### config.mk
export PLATFORM = sky130hd
export DESIGN_NAME = m_trap_handler
export DESIGN_NICKNAME = d
export VERILOG_FILES = /design/src/rtl/csr_pkg.sv /design/src/rtl/m_trap_vector_calc.sv /design/src/rtl/m_trap_handler.sv
export SDC_FILE = /design/constraint.sdc
export NUM_CORES = 1
export LEC_CHECK = 0
export ABC_AREA = 1
export CORE_MARGIN = 10
export CORE_UTILIZATION = 50
export DETAILED_ROUTE_END_ITERATION = 8
export PLACE_DENSITY = 0.89
export SLEW_MARGIN = 15
export SYNTH_ARGS = -nofsm -noshare
export SYNTH_HDL_FRONTEND = slang
export SYNTH_HIERARCHICAL = 1
export SYNTH_SLANG_ARGS = --single-unit
### constraint.sdc
create_clock -name clk -period 2.25 [get_ports clk]
set_input_delay 0.3375 -clock clk [delete_from_list [all_inputs] [get_ports clk]]
set_output_delay 0.3375 -clock clk [all_outputs]
set_load 0.005 [all_outputs]
### src/rtl/csr_pkg.sv
// Shared definitions for the machine-mode trap slice: CSR addresses,
// mtvec mode encodings, standard cause codes and the trap FSM states.
package csr_pkg;

  localparam logic [11:0] CSR_MSTATUS  = 12'h300;
  localparam logic [11:0] CSR_MSCRATCH = 12'h340;
  localparam logic [11:0] CSR_MEPC     = 12'h341;
  localparam logic [11:0] CSR_MCAUSE   = 12'h342;
  localparam logic [11:0] CSR_MTVAL    = 12'h343;

  localparam logic [1:0] MTVEC_DIRECT   = 2'd0;
  localparam logic [1:0] MTVEC_VECTORED = 2'd1;

  localparam logic [4:0] CAUSE_ILLEGAL_INSTR = 5'd2;
  localparam logic [4:0] CAUSE_ECALL_M       = 5'd11;
  localparam logic [4:0] IRQ_M_TIMER         = 5'd7;

  typedef enum logic [1:0] {
    ST_IDLE,
    ST_REDIRECT,
    ST_FLUSH
  } trap_state_e;

  // mstatus read image: MPP is hardwired to machine mode.
  function automatic logic [31:0] mstatus_pack(input logic mie, input logic mpie);
    logic [31:0] v;
    v       = '0;
    v[3]    = mie;
    v[7]    = mpie;
    v[12:11] = 2'b11;
    return v;
  endfunction

endpackage

### src/rtl/m_trap_vector_calc.sv
// Combinational trap target: vectored mode offsets interrupts by 4*cause,
// everything else lands on the aligned mtvec base.
module m_trap_vector_calc
  import csr_pkg::*;
(
  input  logic [31:0] mtvec,
  input  logic        trap_is_irq,
  input  logic [4:0]  trap_code,
  output logic [31:0] target
);

  logic [31:0] base;

  // Select base or base + (code << 2); the sum wraps at 32 bits.
  always_comb begin
    base   = {mtvec[31:2], 2'b00};
    target = base;
    if ((mtvec[1:0] == MTVEC_VECTORED) && trap_is_irq) begin
      target = base + {25'd0, trap_code, 2'b00};
    end
  end

endmodule

### src/rtl/m_trap_handler.sv
// Machine-mode trap entry/return unit: commits trap CSRs, issues a one-cycle
// PC redirect and then holds flush for FLUSH_CYCLES cycles in total.
// Optional: define M_TRAP_MSCRATCH_EN to add the mscratch CSR at 0x340.
module m_trap_handler
  import csr_pkg::*;
#(
  parameter int unsigned FLUSH_CYCLES = 2,
  parameter logic        RESET_MIE    = 1'b0
) (
  input  logic        clk,
  input  logic        rst_n,
  input  logic [31:0] mtvec,
  input  logic        trap_req,
  input  logic        trap_is_irq,
  input  logic [4:0]  trap_code,
  input  logic [31:0] trap_pc,
  input  logic [31:0] trap_val,
  input  logic        mret_req,
  input  logic        csr_we,
  input  logic [11:0] csr_addr,
  input  logic [31:0] csr_wdata,
  output logic [31:0] csr_rdata,
  output logic        redirect_valid,
  output logic [31:0] redirect_pc,
  output logic        flush,
  output logic        busy,
  output logic        mstatus_mie
);

  localparam int unsigned CW = (FLUSH_CYCLES > 2) ? $clog2(FLUSH_CYCLES) : 1;

  trap_state_e state, state_nx;
  logic [CW-1:0] cnt;
  logic [31:0]   mepc, mcause, mtval, target_q, vec_target;
  logic          mie, mpie;
  logic          idle, take_trap, take_mret, do_csr;
`ifdef M_TRAP_MSCRATCH_EN
  logic [31:0]   mscratch;
`endif

  m_trap_vector_calc u_vec (
    .mtvec       (mtvec),
    .trap_is_irq (trap_is_irq),
    .trap_code   (trap_code),
    .target      (vec_target)
  );

  // Request arbitration: only in IDLE, trap beats mret beats CSR write.
  always_comb begin
    idle      = (state == ST_IDLE);
    take_trap = idle && trap_req;
    take_mret = idle && !trap_req && mret_req;
    do_csr    = idle && !trap_req && !mret_req && csr_we;
  end

  // FSM state register.
  always_ff @(posedge clk or negedge rst_n) begin
    if (!rst_n) state <= ST_IDLE;
    else        state <= state_nx;
  end

  // Next state and redirect/flush outputs.
  always_comb begin
    state_nx       = state;
    redirect_valid = 1'b0;
    redirect_pc    = '0;
    flush          = 1'b0;
    busy           = 1'b0;
    unique case (state)
      ST_IDLE: begin
        if (take_trap || take_mret) state_nx = ST_REDIRECT;
      end
      ST_REDIRECT: begin
        redirect_valid = 1'b1;
        redirect_pc    = target_q;
        flush          = 1'b1;
        busy           = 1'b1;
        state_nx       = (FLUSH_CYCLES > 1) ? ST_FLUSH : ST_IDLE;
      end
      ST_FLUSH: begin
        flush = 1'b1;
        busy  = 1'b1;
        if (cnt <= CW'(1)) state_nx = ST_IDLE;
      end
      default: state_nx = ST_IDLE;
    endcase
  end

  // Flush counter: loaded on redirect, FLUSH exits once it would hit zero.
  always_ff @(posedge clk or negedge rst_n) begin
    if (!rst_n) begin
      cnt <= '0;
    end else if (state == ST_REDIRECT) begin
      cnt <= CW'(FLUSH_CYCLES - 1);
    end else if (state == ST_FLUSH) begin
      cnt <= cnt - CW'(1);
    end
  end

  // Trap CSR updates and target latch.
  always_ff @(posedge clk or negedge rst_n) begin
    if (!rst_n) begin
      mepc     <= '0;
      mcause   <= '0;
      mtval    <= '0;
      target_q <= '0;
      mie      <= RESET_MIE;
      mpie     <= 1'b0;
`ifdef M_TRAP_MSCRATCH_EN
      mscratch <= '0;
`endif
    end else if (take_trap) begin
      mepc     <= {trap_pc[31:2], 2'b00};
      mcause   <= {trap_is_irq, 26'd0, trap_code};
      mtval    <= trap_val;
      mpie     <= mie;
      mie      <= 1'b0;
      target_q <= vec_target;
    end else if (take_mret) begin
      mie      <= mpie;
      mpie     <= 1'b1;
      target_q <= mepc;
    end else if (do_csr) begin
      case (csr_addr)
        CSR_MSTATUS: begin
          mie  <= csr_wdata[3];
          mpie <= csr_wdata[7];
        end
        CSR_MEPC:   mepc   <= {csr_wdata[31:2], 2'b00};
        CSR_MCAUSE: mcause <= csr_wdata;
        CSR_MTVAL:  mtval  <= csr_wdata;
`ifdef M_TRAP_MSCRATCH_EN
        CSR_MSCRATCH: mscratch <= csr_wdata;
`endif
        default: ;
      endcase
    end
  end

  // Combinational CSR read port; unmapped addresses read zero.
  always_comb begin
    csr_rdata = '0;
    case (csr_addr)
      CSR_MSTATUS: csr_rdata = mstatus_pack(mie, mpie);
      CSR_MEPC:    csr_rdata = mepc;
      CSR_MCAUSE:  csr_rdata = mcause;
      CSR_MTVAL:   csr_rdata = mtval;
`ifdef M_TRAP_MSCRATCH_EN
      CSR_MSCRATCH: csr_rdata = mscratch;
`endif
      default: csr_rdata = '0;
    endcase
  end

  assign mstatus_mie = mie;

endmodule

==> run_results.csv, run 1 <==
group,metric,value,unit
detailed_routing,ant_nets,0,
detailed_routing,drt_pre_antenna_iters,6,
grt,grt_usage,29.1,%
final_layout,layout.nets,1720,
placement,gp_congestion,0.957,
synth,synth-xor-area-share,2.10,%
grt,grt_max_degree,69,
die,rows,47,
synth,synth_area_leader_cell,"dfrtp_1",
run,maxCapViolations,0,
detailed_routing,post_drt_via_cell_ratio,5.50,
synth,synth_compound_area_share,1.75,%
synth,synth.avg_cell_area,6.55,um^2
detailed_routing,drt_iter0_drc,890,
setup_path,rr_worst_depth,7,
die,core_area,16400,um^2
final_layout,syn_to_final_growth,48.9,%
hold_path,hold_class,"in -> async",
sta,max_slew_margin,59.9,%
sta,worst_pin_slew,0.602,ns
synth,synth_seq_area_share,39.3,%
pwr,power.density,919,nW/um^2
die,dieHeight,149,um
run_status,outcome,"complete, no violations",
clocking,clk_pin_slew,0.06,ns
synth,synthSimpleGateAreaFrac,47.1,%
final_layout,layout-drive-gt1-share,15.4,%
setup_path,arrival,1.90,ns
detailed_routing,drc_errors,0,
setup_path,cp-start-kind,"primary input",
final_layout,instances_no_fill,1793,
grt,grt_overflow,0,
setup_path,required,1.91,ns
setup_path,r2r-end,"mepc[9]$_DFFE_PN0P_",
synth,yosys.area.top_type_share,39.3,%
pwr,ir_drop,0.000555,V
synth,synthMuxAreaShare,0,%
placement,hpwl,22300,um
grt,grt_pass1_wl,51400,um
clocking,numCtsBuffers,17,
sta,finalHoldViolCount,0,
setup_path,path_class,"in -> out",
synth,synthTopCellsByArea,"dfrtp_1 (39%), nand2_1 (30%), nand3_1 (10%)",
sta,setup_viol,0,
grt,antenna_found_initial,0,
clocking,clockBufferDepth,2,
detailed_routing,wirelength,33200,um
placement,dp_slack,-0.458,ns
synth,synth_top_family_by_area,"simple AND/OR/NAND/NOR gates",
die,die_x,149,um
clocking,clock_latency,0.42,ns
grt,grt_pass1_vias,9833,
pwr,leakage,7.01,nW
die,io_pins,219,
clocking,tritoncts,"done",
placement,io_buffers,216,
sta,skew,0.0108,ns
detailed_routing,route.vias.total,9859,
sta,fin_ws,0.0157,ns
clocking,cts.sinks,130,
synth,synth_edf_count,0,
synth,synth_fa_ha_area_share,1.45,%
synth,synth_most_common_cell,"nand2_1",
sta,post-route-period-util,99.3,%
synth,ys_warn_count,6,
sta,fin_crit,2.23,ns
placement,placed_cells,1703,
synth,synth_cell_types,36,
synth,syn-cell-area,8280,um^2
final_layout,num_antenna_cells,0,
sta,drv_slew,0,
setup_path,r2r_start,"state[0]$_DFFE_PN0P_",
synth,async_flop_share,100,%
synth,synth_commonest_cells,"nand2_1 (661), nand3_1 (166), dfrtp_1 (130), inv_1 (87), buf_2 (42)",
setup_path,rrSetupSlack,0.16,ns
sta,rsz0062_at_grt,"true",
detailed_routing,avgRoutedWirePerCell,18.5,um
synth,synth_top_flop_cell,"dfrtp_1",
synth,ys_ff_latch,130,
setup_path,crit_fanout,6,
die,die-area,22100,um^2
synth,synthCells,1264,
clocking,cts_root_buf,"clkbuf_16",
die,start_util,50.5,%
setup_path,cp-end-kind,"output port",
sta,fmax,0.448,GHz
clocking,cts_htree_levels,4,
final cells by class:
class	instances	area [um^2]
multi-input combinational	978	4470
fill	1198	4070
timing repair buffer	343	3340
sequential	130	3250
clock buffer	20	457
inverter	90	359
tap	220	275
clock inverter	12	180
worst max-delay path, cell delays in order:
cell and delay, ns:
dlygate4sd2_1 0.24, nor2_2 0.16, nand2_2 0.09, nor2_4 0.17
buf_6 0.13, buf_6 0.10, nand2_8 0.06, clkinv_8 0.08
buf_12 0.11, buf_16 0.12, buf_6 0.09, nand2_2 0.04
nand3_2 0.05, buf_2 0.11
power breakdown:
part           switching (W)  internal, W
clock network        0.00107      0.00192
registers           0.000722      0.00319
logic                0.00253      0.00190
metrics by stage:
step	setup TNS, ns	util [%]	total power, W	cell area (um^2)	hold WS [ns]
final	0	75.2	0.0113	12300	0.470
after global routing	-0.104	75.2	0.0119	12300	0.488
after CTS	-0.0677	73.8	0.0109	12100	0.467
after detailed placement	-15.50	67.2	0.00774	11000	0.370
after global placement	-13.52	67.2	0.00759	11000	0.371
after floorplan	0	-	0.00589	8290	0.0419
how the worst max path moves through the flow:
stage,slack [ns],from,endpoint
3_3_place_gp,-0.41,csr_addr[3],csr_rdata[28]
6_report,0.02,csr_addr[3],csr_rdata[13]
5_1_grt,-0.03,state[1]$_DFFE_PN0P_,redirect_pc[17]
2_1_floorplan,0.43,mtvec[2],target_q[12]$_DFFE_PN0P_
3_5_place_dp,-0.46,csr_addr[3],csr_rdata[28]
4_1_cts,-0.03,state[1]$_DFFE_PN0P_,redirect_pc[28]
layout by cell type, fill, tap and decap left out, types with 4 or more instances in the layout:
| cell type | synthesis | layout |
|---|---|---|
| dlymetal6s2s_1 | 0 | 23 |
| nand2_2 | 6 | 17 |
| nor2_2 | 10 | 11 |
| dlygate4sd2_1 | 0 | 23 |
| nand3_2 | 2 | 4 |
| buf_4 | 4 | 101 |
| ha_1 | 8 | 7 |
| dfrtp_1 | 130 | 130 |
| buf_16 | 0 | 4 |
| nand3_1 | 166 | 163 |
| o21ai_0 | 10 | 10 |
| bufinv_16 | 0 | 4 |
| clkbuf_2 | 0 | 11 |
| nand2_1 | 661 | 649 |
| clkinv_4 | 0 | 4 |
| inv_1 | 87 | 84 |
| buf_2 | 42 | 14 |
| nor2_4 | 1 | 4 |
| o21bai_1 | 4 | 4 |
| buf_12 | 0 | 12 |
| clkbuf_16 | 0 | 19 |
| xor2_1 | 4 | 4 |
| nor2_1 | 29 | 25 |
| nand4_1 | 36 | 36 |
| buf_6 | 4 | 8 |
| xnor2_1 | 14 | 14 |
| clkdlybuf4s50_1 | 0 | 138 |
kinds of logic (layout without fill, tap and decap cells):
family / after synthesis / in the layout
AND/OR/NAND/NOR: 925 / 925
buffers and inverters: 157 / 465
flip-flops: 130 / 130
AO/OA/AOI/OAI: 23 / 23
XOR/XNOR: 19 / 19
adder cells (fa/ha/maj): 9 / 9
other: 1 / 2
state kept, by name (all words and copies together), names as in the netlist:
| register | flops |
|---|---|
| mpie | 1 |
| target_q | 32 |
| mcause | 32 |
| mtval | 32 |
| mepc | 30 |
| state | 2 |
| mstatus_mie | 1 |
routing by layer:
metal	track usage (%)	routed length, um	up-vias
met5	0	0	-
met4	15.8	1620	0
met3	7.47	3390	132
met2	47.2	15700	610
met1	34.7	12500	4554
li1	-	-	4563
timing repair:
| action | CTS | global route |
|---|---|---|
| hold buffers | 1 | 0 |
| pin swaps | 6 | 3 |
| gates resized for setup | 151 | 49 |
| hold endpoints to repair | 62 | 0 |
| setup endpoints to repair | 64 | 45 |
| cloned | 6 | 2 |
| buffers inserted | 28 | 21 |
Note: power is estimated with default switching activity, not from simulation.
==> inputs of run 2 (changes only) <==
- ABC_AREA: 1 -> not set
- CORE_UTILIZATION: 50 -> 48
- PLACE_DENSITY: 0.89 -> 0.88
- SYNTH_HIERARCHICAL: 1 -> not set
- clock period: 2.25 -> 2.4 ns (I/O delays scaled with it)
==> run_results.csv, run 2 <==
group,metric,value,unit
run_status,outcome,"finished, violations left",
run_status,violations,"negative setup slack",
sta,drv_slew,0,
grt,grt_max_degree,77,
clocking,numCtsBuffers,17,
detailed_routing,wirelength,29000,um
sta,fin_ws,-0.0905,ns
detailed_routing,drt_pre_antenna_iters,6,
placement,postPlaceCellArea,10300,um^2
synth,synth_commonest_cells,"nand2_1 (129), dfrtp_1 (128), o21ai_0 (57), mux2i_1 (43), a21oi_1 (39)",
synth,ys_warn_count,0,
synth,synthMuxAreaShare,9.62,%
clocking,cts_htree_levels,4,
synth,synth_most_common_cell,"nand2_1",
detailed_routing,drt_iter0_drc,724,
placement,gp_congestion,0.972,
synth,async_flop_share,100,%
synth,synth_edf_count,0,
die,core_area,15100,um^2
pwr,netSwitchingPower,0.00333,W
detailed_routing,ant_nets,0,
clocking,clk_pin_slew,0.06,ns
detailed_routing,drc_errors,0,
final_layout,layout.nets,1226,
pwr,seqPwrFrac,37.3,%
sta,fmax,0.402,GHz
die,rows,45,
synth,synthSimpleGateAreaFrac,17.9,%
die,dieHeight,144,um
synth,synthCells,779,
clocking,clockBufferDepth,2,
pwr,ir_drop,0.000562,V
grt,grt_pass1_wl,43900,um
final_layout,layout-drive-gt1-share,24.6,%
synth,synth_top_flop_cell,"dfrtp_1",
placement,dp_slack,-0.886,ns
setup_path,required,2.04,ns
sta,max_slew_margin,61.5,%
detailed_routing,route.vias.total,7583,
grt,grt_pass1_vias,7985,
final_layout,largest_registers,"mcause (32), mtval (32)",
synth,synth_cell_types,58,
clocking,clock_latency,0.42,ns
sta,worst_pin_slew,0.575,ns
final_layout,syn_to_final_growth,51.5,%
die,die_x,144,um
setup_path,rrSetupSlack,0.13,ns
run,maxCapViolations,0,
synth,yosys.area.top_type_share,43.3,%
pwr,leakage,4.86,nW
synth,synth-xor-area-share,3.20,%
grt,grt_overflow,0,
sta,skew,0.00644,ns
final_layout,final_area,11200,um^2
clocking,cts.sinks,128,
pwr,p_int,0.00679,W
synth,synthTopCellsByArea,"dfrtp_1 (43%), nand2_1 (6.5%), mux2i_1 (5.8%)",
setup_path,crit_fanout,3,
clocking,cts_root_buf,"clkbuf_16",
setup_path,path_class,"in -> out",
synth,synth_top_family_by_area,"compound AO/OA/AOI/OAI gates",
die,io_pins,219,
pwr,p_comb_share,34.3,%
sta,fin_crit,2.49,ns
final_layout,final_cell_mix,"clkdlybuf4s50_1 (172), dfrtp_1 (128), nand2_1 (126), buf_4 (84), o21ai_0 (55)",
setup_path,cp-end-kind,"output port",
synth,ys_ff_latch,128,
synth,synth_area_leader_cell,"dfrtp_1",
sta,post-route-period-util,104,%
setup_path,cp-start-kind,"primary input",
synth,synth_fa_ha_area_share,1.62,%
setup_path,arrival,2.13,ns
clocking,tritoncts,"done",
synth,synth.avg_cell_area,9.50,um^2
synth,synth_seq_area_share,43.3,%
detailed_routing,post_drt_via_cell_ratio,5.98,
synth,syn-cell-area,7400,um^2
synth,synth_compound_area_share,19.1,%
detailed_routing,avgRoutedWirePerCell,22.8,um
grt,antenna_found_initial,0,
sta,setup_viol,20,
pwr,swShare,32.9,%
final_layout,final_common_cell,"clkdlybuf4s50_1",
grt,grt_usage,27.2,%
hold_path,hold_class,"in -> async",
sta,finalHoldViolCount,0,
die,start_util,48.9,%
sta,rsz0062_at_grt,"true",
placement,hpwl,20100,um
placement,io_buffers,214,
pwr,power_frac_clock,28.3,%
pwr,power.density,903,nW/um^2
die,die-area,20800,um^2
[run 2: cell count changes after synthesis, moves of 30 or more]
cell and delta:
mux2i_1 +43, and2_1 +34, a21oi_1 +36, nand4_1 -30, o221a_2 +30, o21ai_0 +47, inv_1 -54, nand3_1 -153
nand2_1 -532, nand2b_1 +31
[run 2: what timing repair did]
action | in CTS | in global routing
resized for setup | 187 | 17
pin swaps | 30 | 18
endpoints found under the setup margin | 57 | 76
cloned | 4 | 2
hold buffers | 1 | 0
endpoints found under the hold margin | 28 | 0
setup buffers | 19 | 8
[run 2: cells by family (layout without fill, tap and decap cells)]
group                    Yosys count  in the layout
AO/OA/AOI/OAI                    193            193
AND/OR/NAND/NOR                  260            260
XOR/XNOR                          27             27
other                              1              3
flip-flops                       128            128
adder cells (fa/ha/maj)            9              9
buffers and inverters             93            392
multiplexers                      68             68
[run 2: final timing paths]
check                                  startpoint                        to  depth (start not counted)
max                                  csr_addr[10]              csr_rdata[2]                         11
min                                         rst_n  target_q[11]$_DFFE_PN0P_                          2
max reg2reg                  state[0]$_DFFE_PN0P_     mtval[13]$_DFFE_PN0P_                         10
min reg2reg                mcause[20]$_DFFE_PN0P_    mcause[20]$_DFFE_PN0P_                          2
max in group asynchronous                   rst_n     mtval[20]$_DFFE_PN0P_                          3
min in group clk                     trap_val[29]     mtval[29]$_DFFE_PN0P_                          3
[run 2: power groups by stage]
| stage | Combinational (W) | Sequential (W) | Clock (W) |
|---|---|---|---|
| CTS | 0.00340 | 0.00374 | 0.00289 |
| floorplan | 0.00196 | 0.00338 | 0 |
| global route | 0.00380 | 0.00383 | 0.00299 |
| finish | 0.00348 | 0.00378 | 0.00287 |
| global placement | 0.00321 | 0.00375 | 0 |
| detailed placement | 0.00334 | 0.00376 | 0 |
[run 2: routing by layer]
metal | vias up | global-route usage [%] | share of wire (%)
li1 | 3382 | - | -
met1 | 3646 | 30.1 | 36
met2 | 465 | 46.7 | 50
met3 | 90 | 7.45 | 9.9
met4 | 0 | 14.5 | 4.3
met5 | - | 0 | 0
[run 2: cell type report]
cell class                      count  area (um^2)
Antenna cell                        1         2.50
Clock buffer                       19          443
Clock inverter                     13          208
Fill cell                        1036         3930
Inverter                           33          124
Multi-Input combinational cell    559         3940
Sequential cell                   128         3200
Tap cell                          188          235
Timing Repair Buffer              327         3060
[run 2: critical path, stage by stage]
cell and delay [ns]:
buf_6 0.09, nand4bb_4 0.24, buf_6 0.14, or4b_4 0.53
nor2_4 0.17, buf_6 0.13, buf_4 0.11, buf_6 0.10
a222oi_1 0.09, inv_1 0.06, buf_2 0.10
[run 2: per-stage QoR]
step / total power (W) / utilization (%) / setup TNS (ns) / std cells / hold slack, ns
final: 0.0101 / 74.1 / -0.622 / 1268 / 0.442
after global routing: 0.0106 / 74.0 / -2.61 / 1267 / 0.478
after CTS: 0.0100 / 73.7 / -2.70 / 1263 / 0.453
after detailed placement: 0.00710 / 68.0 / -49.91 / 1208 / 0.329
after global placement: 0.00696 / 68.0 / -39.24 / 1208 / 0.326
after floorplan: 0.00534 / - / 0 / 780 / 0.0644
==> inputs of run 3 (changes only) <==
- CAP_MARGIN: not set -> 20
- SETUP_SLACK_MARGIN: not set -> 0.4
==> run_results.csv, run 3 (same netlist as run 2, synthesis figures left out) <==
group,metric,value,unit
clocking,clk_pin_slew,0.06,ns
final_layout,largest_registers,"mcause (32), mtval (32)",
detailed_routing,route.vias.total,9056,
detailed_routing,post_drt_via_cell_ratio,6.83,
detailed_routing,drt_pre_antenna_iters,8,
sta,skew,0.0125,ns
clocking,numCtsBuffers,17,
detailed_routing,drc_errors,0,
sta,drv_slew,0,
setup_path,critPathSlowestCell,"or4b_4",
grt,grt_pass1_wl,52700,um
sta,fin_ws,-0.182,ns
detailed_routing,ant_nets,0,
grt,grt_overflow,0,
run,maxCapViolations,0,
setup_path,required,2.04,ns
clocking,clockBufferDepth,2,
die,die_x,144,um
final_layout,final_core_util,86.9,%
detailed_routing,wirelength,41200,um
final_layout,layout-drive-gt1-share,42.6,%
final_layout,instances_no_fill,1326,
grt,antenna_found_initial,5,
setup_path,path_cells,"buf_6, nor4_4, or4b_4, nor2_4, buf_6, buf_6, buf_6, buf_16, a222oi_1, inv_1, buf_2",
setup_path,cpMostUsedCell,"buf_6",
final_layout,layout.nets,1283,
grt,grt_pass1_vias,8864,
die,io_pins,219,
sta,setup_viol,63,
pwr,leakage,5.88,nW
setup_path,crit_fanout,5,
placement,placed_cells,1201,
pwr,power.density,890,nW/um^2
clocking,clock_latency,0.45,ns
die,die-area,20800,um^2
sta,fin_crit,2.58,ns
grt,grt_max_degree,68,
setup_path,arrival,2.22,ns
detailed_routing,avgRoutedWirePerCell,31.1,um
setup_path,path_class,"in -> out",
final_layout,final_cell_mix,"clkdlybuf4s50_1 (128), dfrtp_1 (128), nand2_1 (95), buf_6 (80), buf_4 (77)",
sta,max_slew_margin,52.0,%
sta,rsz0062_at_grt,"true",
run_status,violations,"negative setup slack",
clocking,cts_root_buf,"clkbuf_16",
placement,io_buffers,214,
setup_path,cp-start-kind,"primary input",
final_layout,syn_to_final_growth,77.8,%
run_status,outcome,"finished, violations left",
setup_path,path_buf_inv,7,
placement,hpwl,19700,um
pwr,ir_drop,0.000542,V
detailed_routing,drt_iter0_drc,1308,
final_layout,fillers,629,
setup_path,critPathTopFamily,"simple AND/OR/NAND/NOR gates",
sta,finalHoldViolCount,0,
sta,post-route-period-util,108,%
setup_path,cp-end-kind,"output port",
grt,grt_usage,33.7,%
die,rows,45,
sta,fmax,0.387,GHz
clocking,cts_htree_levels,4,
clocking,cts.sinks,128,
die,start_util,48.9,%
clocking,tritoncts,"done",
placement,gp_congestion,0.930,
setup_path,cpPeakStageDelay,0.54,ns
die,core_area,15100,um^2
die,dieHeight,144,um
sta,worst_pin_slew,0.720,ns
hold_path,hold_class,"in -> reg",
-- run 3: changes by cell type in the layout (fill, tap and decap cells not counted), sizes merged --
cell,before,now
bufinv,5,1
buf,149,236
clkdlybuf4s50,172,128
diode,1,4
clkbuf,21,28
dlymetal6s2s,0,6
dlygate4sd2,2,7
clkinv,4,7
inv,36,33
clkdlybuf4s15,1,0
clkinvlp,1,0
-- run 3: path summary, 6_finish.rpt --
path / start / endpoint / slack [ns] / cells after the start
setup / recovery: csr_addr[7] / csr_rdata[13] / -0.18 / 11
hold / removal: trap_val[25] / mtval[25]$_DFFE_PN0P_ / 0.45 / 3
setup reg to reg: state[1]$_DFFE_PN0P_ / mstatus_mie$_DFFE_PN0P_ / -0.16 / 12
hold reg to reg: mcause[21]$_DFFE_PN0P_ / mcause[21]$_DFFE_PN0P_ / 0.54 / 2
max in group asynchronous: rst_n / mepc[19]$_DFFE_PN0P_ / 1.22 / 3
min in group asynchronous: rst_n / mtval[7]$_DFFE_PN0P_ / 0.52 / 2
-- run 3: worst register-to-register path: stages (launching register included) --
cell,delay (ns)
dfrtp_1,0.40
inv_2,0.10
buf_12,0.11
ha_4,0.14
nor3b_4,0.29
nand2_2,0.14
buf_6,0.14
buf_6,0.11
buf_6,0.11
nor4_4,0.13
buf_4,0.18
mux2i_2,0.43
a21oi_2,0.14
-- run 3: metal layers --
layer	GRT usage (%)	up-vias	wire, um
met4	21.9	0	3840
met5	0	-	0
met3	10.0	347	5140
met1	37.4	4266	13400
li1	-	3515	-
met2	55.2	928	18800
-- run 3: final cells by class --
| class | instances | area, um^2 | share of cell area (%) |
|---|---|---|---|
| multi-input cells | 559 | 4960 | 37.7 |
| repair buffers | 384 | 4090 | 31.1 |
| flip-flops and latches | 128 | 3200 | 24.3 |
| clock buffers | 22 | 464 | 3.53 |
| well taps | 188 | 235 | 1.79 |
| inverters | 33 | 124 | 0.941 |
| clock inverters | 8 | 65.1 | 0.494 |
| diodes | 4 | 10.0 | 0.0761 |
-- run 3: report_power, final --
group / internal [W] / switching (W) / leakage (nW)
Sequential: 0.00301 / 0.000962 / 1.56
Combinational: 0.00284 / 0.00244 / 4.04
Clock: 0.00145 / 0.00101 / 0.269
-- run 3: timing repair --
item | CTS | global route
hold buffers | 1 | 0
pin swaps | 94 | 37
endpoints found under the hold margin | 40 | 0
resized for setup | 512 | 160
endpoints found under the setup margin | 181 | 184
cloned | 17 | 4
setup buffers | 45 | 24
-- run 3: per-stage QoR --
step	power, W	setup WS, ns	instance area (um^2)	hold slack, ns	setup TNS [ns]
global route	0.0120	-0.267	13200	0.476	-6.32
CTS	0.0102	-0.0356	12300	0.466	-0.237
detailed placement	0.00709	-0.699	10300	0.430	-33.67
floorplan	0.00535	0.367	7510	0.0644	0
global placement	0.00697	-0.588	10300	0.429	-26.49
finish	0.0117	-0.182	13200	0.452	-3.69
